===== config.mk =====
export PLATFORM = sky130hd
export DESIGN_NAME = ysyx_bus_arbiter
export DESIGN_NICKNAME = d
export VERILOG_FILES = /design/src/rtl/ysyx_bus_arbiter.sv
export SDC_FILE = /design/constraint.sdc
export NUM_CORES = 1
export LEC_CHECK = 0
export BUFFER_PORTS_ARGS = -buffer_cell sky130_fd_sc_hd__buf_4
export CAP_MARGIN = 25
export CORE_AREA = 2 2 138 140
export CTS_CLUSTER_DIAMETER = 40
export DETAILED_ROUTE_END_ITERATION = 8
export DIE_AREA = 0 0 140 142
export GPL_ROUTABILITY_DRIVEN = 0
export GPL_TIMING_DRIVEN = 0
export SETUP_SLACK_MARGIN = 0.02
export SLEW_MARGIN = 20
export SYNTH_ARGS = -nofsm -noshare
export SYNTH_HDL_FRONTEND = slang
export SYNTH_SLANG_ARGS = --single-unit

===== constraint.sdc =====
create_clock -name clk -period 1.75 [get_ports clk]
set_input_delay 0 -clock clk [delete_from_list [all_inputs] [get_ports clk]]
set_output_delay 0 -clock clk [all_outputs]
set_load 0.02 [all_outputs]

===== src/rtl/ysyx_bus_arbiter.sv =====
// Single-outstanding arbiter between IFU reads and LSU reads/writes onto one AXI-lite-style
// memory port, with fixed priority and a per-transaction timeout.
module ysyx_bus_arbiter #(
    parameter int unsigned ADDR_W = 32,
    parameter int unsigned DATA_W = 32,
    parameter int unsigned TMO_W  = 8
) (
    input  logic                clk,
    input  logic                rst,

    input  logic                ifu_arvalid,
    input  logic [ADDR_W-1:0]   ifu_araddr,
    output logic [DATA_W-1:0]   ifu_rdata,
    output logic                ifu_rvalid,
    output logic                ifu_err,

    input  logic                lsu_arvalid,
    input  logic [ADDR_W-1:0]   lsu_araddr,
    input  logic                lsu_awvalid,
    input  logic [ADDR_W-1:0]   lsu_awaddr,
    input  logic [DATA_W-1:0]   lsu_wdata,
    input  logic [DATA_W/8-1:0] lsu_wstrb,
    output logic [DATA_W-1:0]   lsu_rdata,
    output logic                lsu_rvalid,
    output logic                lsu_bvalid,
    output logic                lsu_err,

    output logic                mem_arvalid,
    output logic [ADDR_W-1:0]   mem_araddr,
    input  logic                mem_arready,
    input  logic                mem_rvalid,
    input  logic [DATA_W-1:0]   mem_rdata,
    input  logic [1:0]          mem_rresp,
    output logic                mem_rready,
    output logic                mem_awvalid,
    output logic [ADDR_W-1:0]   mem_awaddr,
    input  logic                mem_awready,
    output logic                mem_wvalid,
    output logic [DATA_W-1:0]   mem_wdata,
    output logic [DATA_W/8-1:0] mem_wstrb,
    input  logic                mem_wready,
    input  logic                mem_bvalid,
    input  logic [1:0]          mem_bresp,
    output logic                mem_bready
);

    localparam int unsigned STRB_W = DATA_W / 8;

    typedef enum logic [2:0] {
        StIdle,
        StIfuAr,
        StIfuR,
        StLsuAr,
        StLsuR,
        StLsuW,
        StLsuB
    } state_e;

    state_e              state_q, state_d;
    logic [ADDR_W-1:0]   addr_q, addr_d;
    logic [DATA_W-1:0]   wdata_q, wdata_d;
    logic [STRB_W-1:0]   wstrb_q, wstrb_d;
    logic [TMO_W-1:0]    tmo_q, tmo_d;
    logic                aw_pend_q, aw_pend_d;
    logic                w_pend_q, w_pend_d;
    logic                tmo_hit;

    assign tmo_hit = (state_q != StIdle) && (tmo_q == {TMO_W{1'b1}});

    always_ff @(posedge clk) begin
        if (rst) begin
            state_q   <= StIdle;
            addr_q    <= '0;
            wdata_q   <= '0;
            wstrb_q   <= '0;
            tmo_q     <= '0;
            aw_pend_q <= 1'b0;
            w_pend_q  <= 1'b0;
        end else begin
            state_q   <= state_d;
            addr_q    <= addr_d;
            wdata_q   <= wdata_d;
            wstrb_q   <= wstrb_d;
            tmo_q     <= tmo_d;
            aw_pend_q <= aw_pend_d;
            w_pend_q  <= w_pend_d;
        end
    end

    always_comb begin
        state_d   = state_q;
        addr_d    = addr_q;
        wdata_d   = wdata_q;
        wstrb_d   = wstrb_q;
        aw_pend_d = aw_pend_q;
        w_pend_d  = w_pend_q;
        unique case (state_q)
            StIdle: begin
                if (lsu_awvalid) begin
                    state_d   = StLsuW;
                    addr_d    = lsu_awaddr;
                    wdata_d   = lsu_wdata;
                    wstrb_d   = lsu_wstrb;
                    aw_pend_d = 1'b1;
                    w_pend_d  = 1'b1;
                end else if (lsu_arvalid) begin
                    state_d = StLsuAr;
                    addr_d  = lsu_araddr;
                end else if (ifu_arvalid) begin
                    state_d = StIfuAr;
                    addr_d  = ifu_araddr;
                end
            end
            StIfuAr: begin
                if (tmo_hit)          state_d = StIdle;
                else if (mem_arready) state_d = StIfuR;
            end
            StLsuAr: begin
                if (tmo_hit)          state_d = StIdle;
                else if (mem_arready) state_d = StLsuR;
            end
            StIfuR, StLsuR: begin
                if (mem_rvalid || tmo_hit) state_d = StIdle;
            end
            StLsuW: begin
                if (tmo_hit) begin
                    state_d = StIdle;
                end else begin
                    if (mem_awready) aw_pend_d = 1'b0;
                    if (mem_wready)  w_pend_d  = 1'b0;
                    if (!aw_pend_d && !w_pend_d) state_d = StLsuB;
                end
            end
            StLsuB: begin
                if (mem_bvalid || tmo_hit) state_d = StIdle;
            end
            default: state_d = StIdle;
        endcase

        // Counter restarts on every state entry so each phase gets its own budget.
        if (state_d == StIdle || state_d != state_q) tmo_d = '0;
        else                                         tmo_d = tmo_q + TMO_W'(1);
    end

    assign mem_araddr = addr_q;
    assign mem_awaddr = addr_q;
    assign mem_wdata  = wdata_q;
    assign mem_wstrb  = wstrb_q;

    always_comb begin
        mem_arvalid = 1'b0;
        mem_awvalid = 1'b0;
        mem_wvalid  = 1'b0;
        mem_rready  = 1'b0;
        mem_bready  = 1'b0;
        ifu_rvalid  = 1'b0;
        ifu_rdata   = '0;
        ifu_err     = 1'b0;
        lsu_rvalid  = 1'b0;
        lsu_bvalid  = 1'b0;
        lsu_rdata   = '0;
        lsu_err     = 1'b0;
        unique case (state_q)
            StIfuAr: begin
                mem_arvalid = !tmo_hit;
                ifu_rvalid  = tmo_hit;
                ifu_err     = tmo_hit;
            end
            StIfuR: begin
                mem_rready = 1'b1;
                if (mem_rvalid) begin
                    ifu_rvalid = 1'b1;
                    ifu_rdata  = mem_rdata;
                    ifu_err    = (mem_rresp != 2'b00);
                end else if (tmo_hit) begin
                    ifu_rvalid = 1'b1;
                    ifu_err    = 1'b1;
                end
            end
            StLsuAr: begin
                mem_arvalid = !tmo_hit;
                lsu_rvalid  = tmo_hit;
                lsu_err     = tmo_hit;
            end
            StLsuR: begin
                mem_rready = 1'b1;
                if (mem_rvalid) begin
                    lsu_rvalid = 1'b1;
                    lsu_rdata  = mem_rdata;
                    lsu_err    = (mem_rresp != 2'b00);
                end else if (tmo_hit) begin
                    lsu_rvalid = 1'b1;
                    lsu_err    = 1'b1;
                end
            end
            StLsuW: begin
                mem_awvalid = aw_pend_q && !tmo_hit;
                mem_wvalid  = w_pend_q && !tmo_hit;
                lsu_bvalid  = tmo_hit;
                lsu_err     = tmo_hit;
            end
            StLsuB: begin
                mem_bready = 1'b1;
                if (mem_bvalid) begin
                    lsu_bvalid = 1'b1;
                    lsu_err    = (mem_bresp != 2'b00);
                end else if (tmo_hit) begin
                    lsu_bvalid = 1'b1;
                    lsu_err    = 1'b1;
                end
            end
            default: ;
        endcase
    end

endmodule

==> flow_summary.toml, run 1 <==
[run_status]
status = "complete, but fails checks"
violations = "DRC, setup timing"

[power_and_ir_drop]
internal_power_mw = 4.87
power.switching_mw = 2.99
power.density_nw_per_um2 = 922
p_leak_nw = 4.13
p_sw_frac = 0.380
clkPwrFrac = 0.249
p_seq_frac = 0.297
comb_power_share = 0.455
irDropWorstVdd_uv = 476

[routing]
routed-via-count = 5775
wl_per_cell_um = 14.3
totalWireLength_mm = 18.7
drc_errors = 17
viasPerCell = 4.41
first_pass_iters = 8
ant_nets = 0
drt_iter0_drc = 238

[clock_network]
clkTransAtPathRegs_ps = 70
cts_tree = "done"
h-tree-depth = 3
clock_sinks = 81
clockBufferDepth = 2
cts-buffers-inserted = 9
clock_latency_ps = 350
cts-root-buf = "clkbuf_16"

[critical_path]
crit_chain = "ha_4, nand3_4, nor3_4, buf_4, nor2_1, o21ai_1, buf_4"
slowest_delay_ps = 360
cp-startpoint = "tmo_q[0]"
path_max_fanout = 4
cpMaxStageDelayCell = "dfxtp_4"
cp-end-kind = "output port"
crit_type = "reg2out"
crit_required_ps = 1750
reg2reg_from = "tmo_q[0]"
crit_arrival_ps = 1790
path_delay_family = "simple AND/OR/NAND/NOR gates"
crit_buf_inv = 2
crit_top_cell = "buf_4"
critPathLaunchType = "flip-flop"

[synthesis]
async_reset_ff_frac = 0
ys_ff_latch = 81
syn_nets = 834
synth_flop_cell = "dfxtp_1"
synth_cell_type_count = 46
ys_warn_count = 0
synth_edf_count = 0
syn_avg_cell_area_um2 = 6.97
syn-instance-count = 655
netlist_area_um2 = 4560
synth-seq-area-share = 0.355

[sta]
slew_headroom = 0.529
finalSetupViolations = 9
hold_ws_ps = 16.2
finalCritPeriodShare = 1.02
period_minus_slack_ps = 1790
hold_viol = 0
rsz0062_at_grt = "yes"
drv_slew = 0
worstMarginPinSlew_ps = 703
worst_slack_ps = -42.5
fin_skew_ps = 9.44
fmax_mhz = 558

[final_layout]
final_layout_size_suffix_gt1_frac = 0.447
n_fill_cell = 1890
final_nets = 1250
post-route-util = 0.462
area_delta_synth_final_pct = 86.7
antennaDiodeCount = 0

[place]
io_buffer_count = 349
place_ws_ps = -274
dp_hpwl_mm = 14.4

[grt]
grt_overflow = 0
grt_pass1_vias = 5407
grt_usage = 0.178
antenna_found_initial = 0
grt_pass1_wl_mm = 27.8
grt_max_degree = 16

[floorplan]
core_um2 = 18500
start_util = 0.247
dieArea_um2 = 19900
io_pins = 352
rows = 50
die_h_um = 142
die_w_um = 140

[hold_path]
hold_path.class = "in2reg"
hp-start = "lsu_awaddr[6]"

[job]
max_cap_viol_count = 0
placed cells by master (no fill, tap or decap), types with 2 or more instances in the layout:
cell type and count:
buf_2 8, dfxtp_2 3, a211oi_1 2, buf_6 8
clkbuf_4 3, nand2_2 3, clkbuf_1 22, and2_4 2
and2b_1 2, nand3b_1 4, o21ai_4 2, clkbuf_2 3
nor3_2 6, or3_1 2, a22oi_1 2, inv_6 2
xor2_1 5, dfxtp_4 4, clkinv_2 2, clkbuf_16 9
buf_4 398, or2_2 2, inv_1 3, nor3_4 2
nand2_1 208, nand3_1 2, nor2_2 3, nor3_1 3
nor2b_1 2, nor2_1 74, mux2i_1 32, a21oi_1 69
o21ai_0 36, dfxtp_1 74, dlygate4sd3_1 39, xnor2_1 3
layer usage:
layer | global-route usage | wire length (um) | part of all wire | vias up
met5 | 0 | 0 | 0 | -
met4 | 0.0537 | 338 | 0.018 | 0
met3 | 0.0464 | 1230 | 0.066 | 24
met2 | 0.326 | 9710 | 0.52 | 206
met1 | 0.204 | 7430 | 0.40 | 2596
li1 | - | - | - | 2949
layout make-up:
type | instances | area (um2) | share of cell area
buffer | 78 | 493 | 0.0579
multi-input combinational | 493 | 2610 | 0.307
clock inverter | 7 | 76.3 | 0.00896
clock buffer | 9 | 225 | 0.0264
tap | 234 | 293 | 0.0344
inverter | 3 | 11.3 | 0.00132
sequential | 81 | 1640 | 0.193
timing repair buffer | 405 | 3170 | 0.372
worst min-delay path, delay by kind of cell:
family	cells	cell delay (ps)
buf+inv	1	80
simple gates	2	90
compound gates	2	160
cell usage after synthesis (3+ instances only):
library cell | instances | area share
nor2_1 | 78 | 0.064
inv_1 | 3 | 0.0025
clkbuf_1 | 30 | 0.025
xnor2_1 | 3 | 0.0058
buf_6 | 3 | 0.0074
nand3b_1 | 4 | 0.0066
nand2_1 | 211 | 0.17
xor2_1 | 5 | 0.0096
and2_1 | 3 | 0.0041
mux2i_1 | 32 | 0.070
o21ai_0 | 39 | 0.043
dfxtp_1 | 81 | 0.36
a21oi_1 | 70 | 0.077
buf_4 | 36 | 0.059
buf_2 | 8 | 0.0088
nor3_1 | 9 | 0.0099
kinds of logic after synthesis:
group / Yosys count / share of synthesized area
adders and majority gates: 1 / 0.00274
and+or+nand+nor: 326 / 0.295
DFF: 81 / 0.355
xor gates and xnor gates: 8 / 0.0154
buffers and inverters: 81 / 0.106
AOI/OAI and AO/OA: 126 / 0.156
muxes: 32 / 0.0702
flip-flops by register name, summed over array words and instances (netlist names):
| name | flops |
|---|---|
| w_pend_q | 1 |
| state_q | 3 |
| mem_wstrb | 4 |
| tmo_q | 8 |
| mem_araddr | 32 |
| mem_wdata | 32 |
| aw_pend_q | 1 |
stage by stage:
stage | total power [mW] | cells | instance area (um2) | setup TNS, ps
finish | 7.85 | 1310 | 8520 | -102
global route | 8.33 | 1310 | 8520 | -1550
CTS | 7.79 | 1302 | 8350 | -975
detailed placement | 5.64 | 1238 | 7500 | -14110
global placement | 5.62 | 1238 | 7500 | -13050
floorplan | 4.19 | 655 | 4590 | 0
final timing paths:
check / endpoint / slack, ps / depth (start not counted)
setup reg to reg: tmo_q[4] / -10 / 7
hold / removal: mem_araddr[6] / 20 / 5
setup / recovery: lsu_rvalid / -40 / 7
hold reg to reg: mem_wdata[28] / 450 / 2
what timing repair did:
action | CTS | global route
hold endpoints to repair | 44 | 0
setup buffers | 9 | 8
pin swaps | 8 | 16
gates resized for setup | 35 | 28
setup endpoints to repair | 137 | 129
hold buffers | 39 | 0
power by group through the flow:
stage	clock (mW)	combinational, mW	sequential (mW)
final	1.95	3.57	2.33
after floorplan	0	1.61	2.58
after global routing	2.10	3.86	2.37
after CTS	2.01	3.45	2.33
after global placement	0	3.28	2.35
after detailed placement	0	3.29	2.35
(Power assumes the default switching activity.)
==> inputs of run 2 (changes only) <==
==> constraint.sdc (replaced) <==
create_clock -name clk -period 1.6 [get_ports clk]
set_input_delay 0 -clock clk [delete_from_list [all_inputs] [get_ports clk]]
set_output_delay 0 -clock clk [all_outputs]
set_load 0.02 [all_outputs]
==> flow_summary.toml, run 2 (synthesis gave the netlist of run 1 again) <==
[sta]
rsz0062_at_grt = "yes"
hold_viol = 0
worstMarginPinSlew_ps = 803
finalSetupViolations = 99
fin_skew_ps = 6.22
finalCritPeriodShare = 1.14
finalSetupTns_ps = -6510
slew_headroom = 0.465
period_minus_slack_ps = 1820
drv_slew = 0
fmax_mhz = 550
worst_slack_ps = -217

[place]
dp_hpwl_mm = 15.3
place_ws_ps = -400
io_buffer_count = 349
place_inst = 1238
place_area_um2 = 7510

[hold_path]
hold_path.class = "in2reg"
hp-start = "lsu_awaddr[5]"
whs_path_depth = 5
hold_end = "mem_araddr[5]"

[final_layout]
final_cell_area_um2 = 10300
final_nets = 1277
layout_common_cells = "336 x buf_4, 168 x nand2_1, 79 x buf_6, 74 x dfxtp_1, 62 x nor2_4"
final_layout_size_suffix_gt1_frac = 0.593
area_delta_synth_final_pct = 125
final_common_cell = "buf_4"
fin_cells = 1338
n_fill_cell = 1697

[critical_path]
path_max_fanout = 5
crit_type = "reg2out"
reg2regPathDepth = 6
crit_arrival_ps = 1820
crit_required_ps = 1600
worst_r2r_endpoint = "tmo_q[7]"
reg2reg_from = "state_q[2]"
cp-end-kind = "output port"
ff2ff_setup_slack_ps = -120
critPathLaunchType = "flip-flop"

[floorplan]
io_pins = 352
core_um2 = 18500
die_h_um = 142
dieArea_um2 = 19900
die_w_um = 140
rows = 50
start_util = 0.247

[clock_network]
cts-root-buf = "clkbuf_16"
clock_sinks = 81
clock_latency_ps = 340
clkTransAtPathRegs_ps = 60
cts-buffers-inserted = 9
h-tree-depth = 3
clockBufferDepth = 2
cts_tree = "done"

[job]
max_cap_viol_count = 0

[routing]
drt_iter0_drc = 216
drt-met1-wl_mm = 9.01
first_pass_iters = 7
ant_nets = 0
drc_errors = 20
totalWireLength_mm = 22.2
dr_wl_met2_mm = 11.8
top_layer = "met4"
routed-via-count = 6120
wl_per_cell_um = 16.6
route.met3.wl_mm = 1.02
viasPerCell = 4.57

[run_status]
status = "complete, but fails checks"
violations = "DRC, setup timing"

[power_and_ir_drop]
power.density_nw_per_um2 = 1010
p_leak_nw = 4.76
finalPower_mw = 10.4
irDropWorstVdd_uv = 594

[grt]
grt_overflow = 0
grt_pass1_vias = 5707
antenna_found_initial = 0
grt_usage = 0.195
grt_pass1_wl_mm = 30.6
grt_max_degree = 15
## run 2: cell count changes in the layout (fill, tap and decap cells not counted), sizes merged
| cell | before | now |
|---|---|---|
| buf | 415 | 436 |
| clkbuf | 38 | 43 |
| bufinv | 1 | 3 |
| inv | 6 | 4 |
| clkinv | 2 | 3 |
| clkinvlp | 1 | 0 |
| diode | 0 | 1 |
| nand2 | 212 | 213 |
## run 2: worst max-delay path, cell delays in order (launching register included)
cell and delay [ps]:
dfxtp_4 370, ha_4 150, nand3_4 100, nor3_4 270, nand2b_4 120, o32ai_4 310, buf_6 160
## run 2: how the worst max path moves through the flow
| stage | startpoint | endpoint | slack (ps) |
|---|---|---|---|
| 6_report | tmo_q[0] | ifu_err | -220 |
| 5_1_grt | tmo_q[0] | ifu_err | -320 |
| 4_1_cts | tmo_q[0] | lsu_bvalid | -390 |
| 3_5_place_dp | state_q[2] | mem_wdata[17] | -400 |
| 3_3_place_gp | state_q[2] | mem_wdata[21] | -390 |
| 2_1_floorplan | tmo_q[1] | tmo_q[0] | -40 |
## run 2: layout make-up
class                           instances  area, um2  share of cell area
Inverter                                3       11.3             0.00110
Antenna cell                            1       2.50            0.000243
Timing Repair Buffer                  431       3830               0.372
Sequential cell                        81       1640               0.160
Clock buffer                            9        225              0.0219
Buffer                                 78        682              0.0663
Clock inverter                          7        118              0.0114
Multi-Input combinational cell        494       3480               0.339
Tap cell                              234        293              0.0285
## run 2: timing repair
| item | 4_1_cts | 5_1_grt |
|---|---|---|
| hold buffers | 39 | 0 |
| endpoints found under the hold margin | 40 | 0 |
| endpoints found under the setup margin | 147 | 138 |
| buffers inserted | 19 | 15 |
| gates resized for setup | 115 | 314 |
| gates cloned | 3 | 11 |
| pin swaps | 22 | 105 |
## run 2: metal layers
metal	global-route usage	vias to the layer above
li1	-	3024
met1	0.241	2860
met2	0.341	203
met3	0.0431	33
met4	0.0579	0
met5	0	-
## run 2: per-stage QoR
stage	util	hold WS, ps
6_report	0.557	40.5
3_3_place_gp	0.407	189
5_1_grt	0.557	42.2
2_1_floorplan	-	92.8
4_1_cts	0.478	8.05
3_5_place_dp	0.407	194
## run 2: power breakdown
part           internal [mW]  switching [mW]
Sequential              2.32           0.246
Clock                   1.53           0.857
Combinational           2.66            2.81
Total                   6.50            3.91
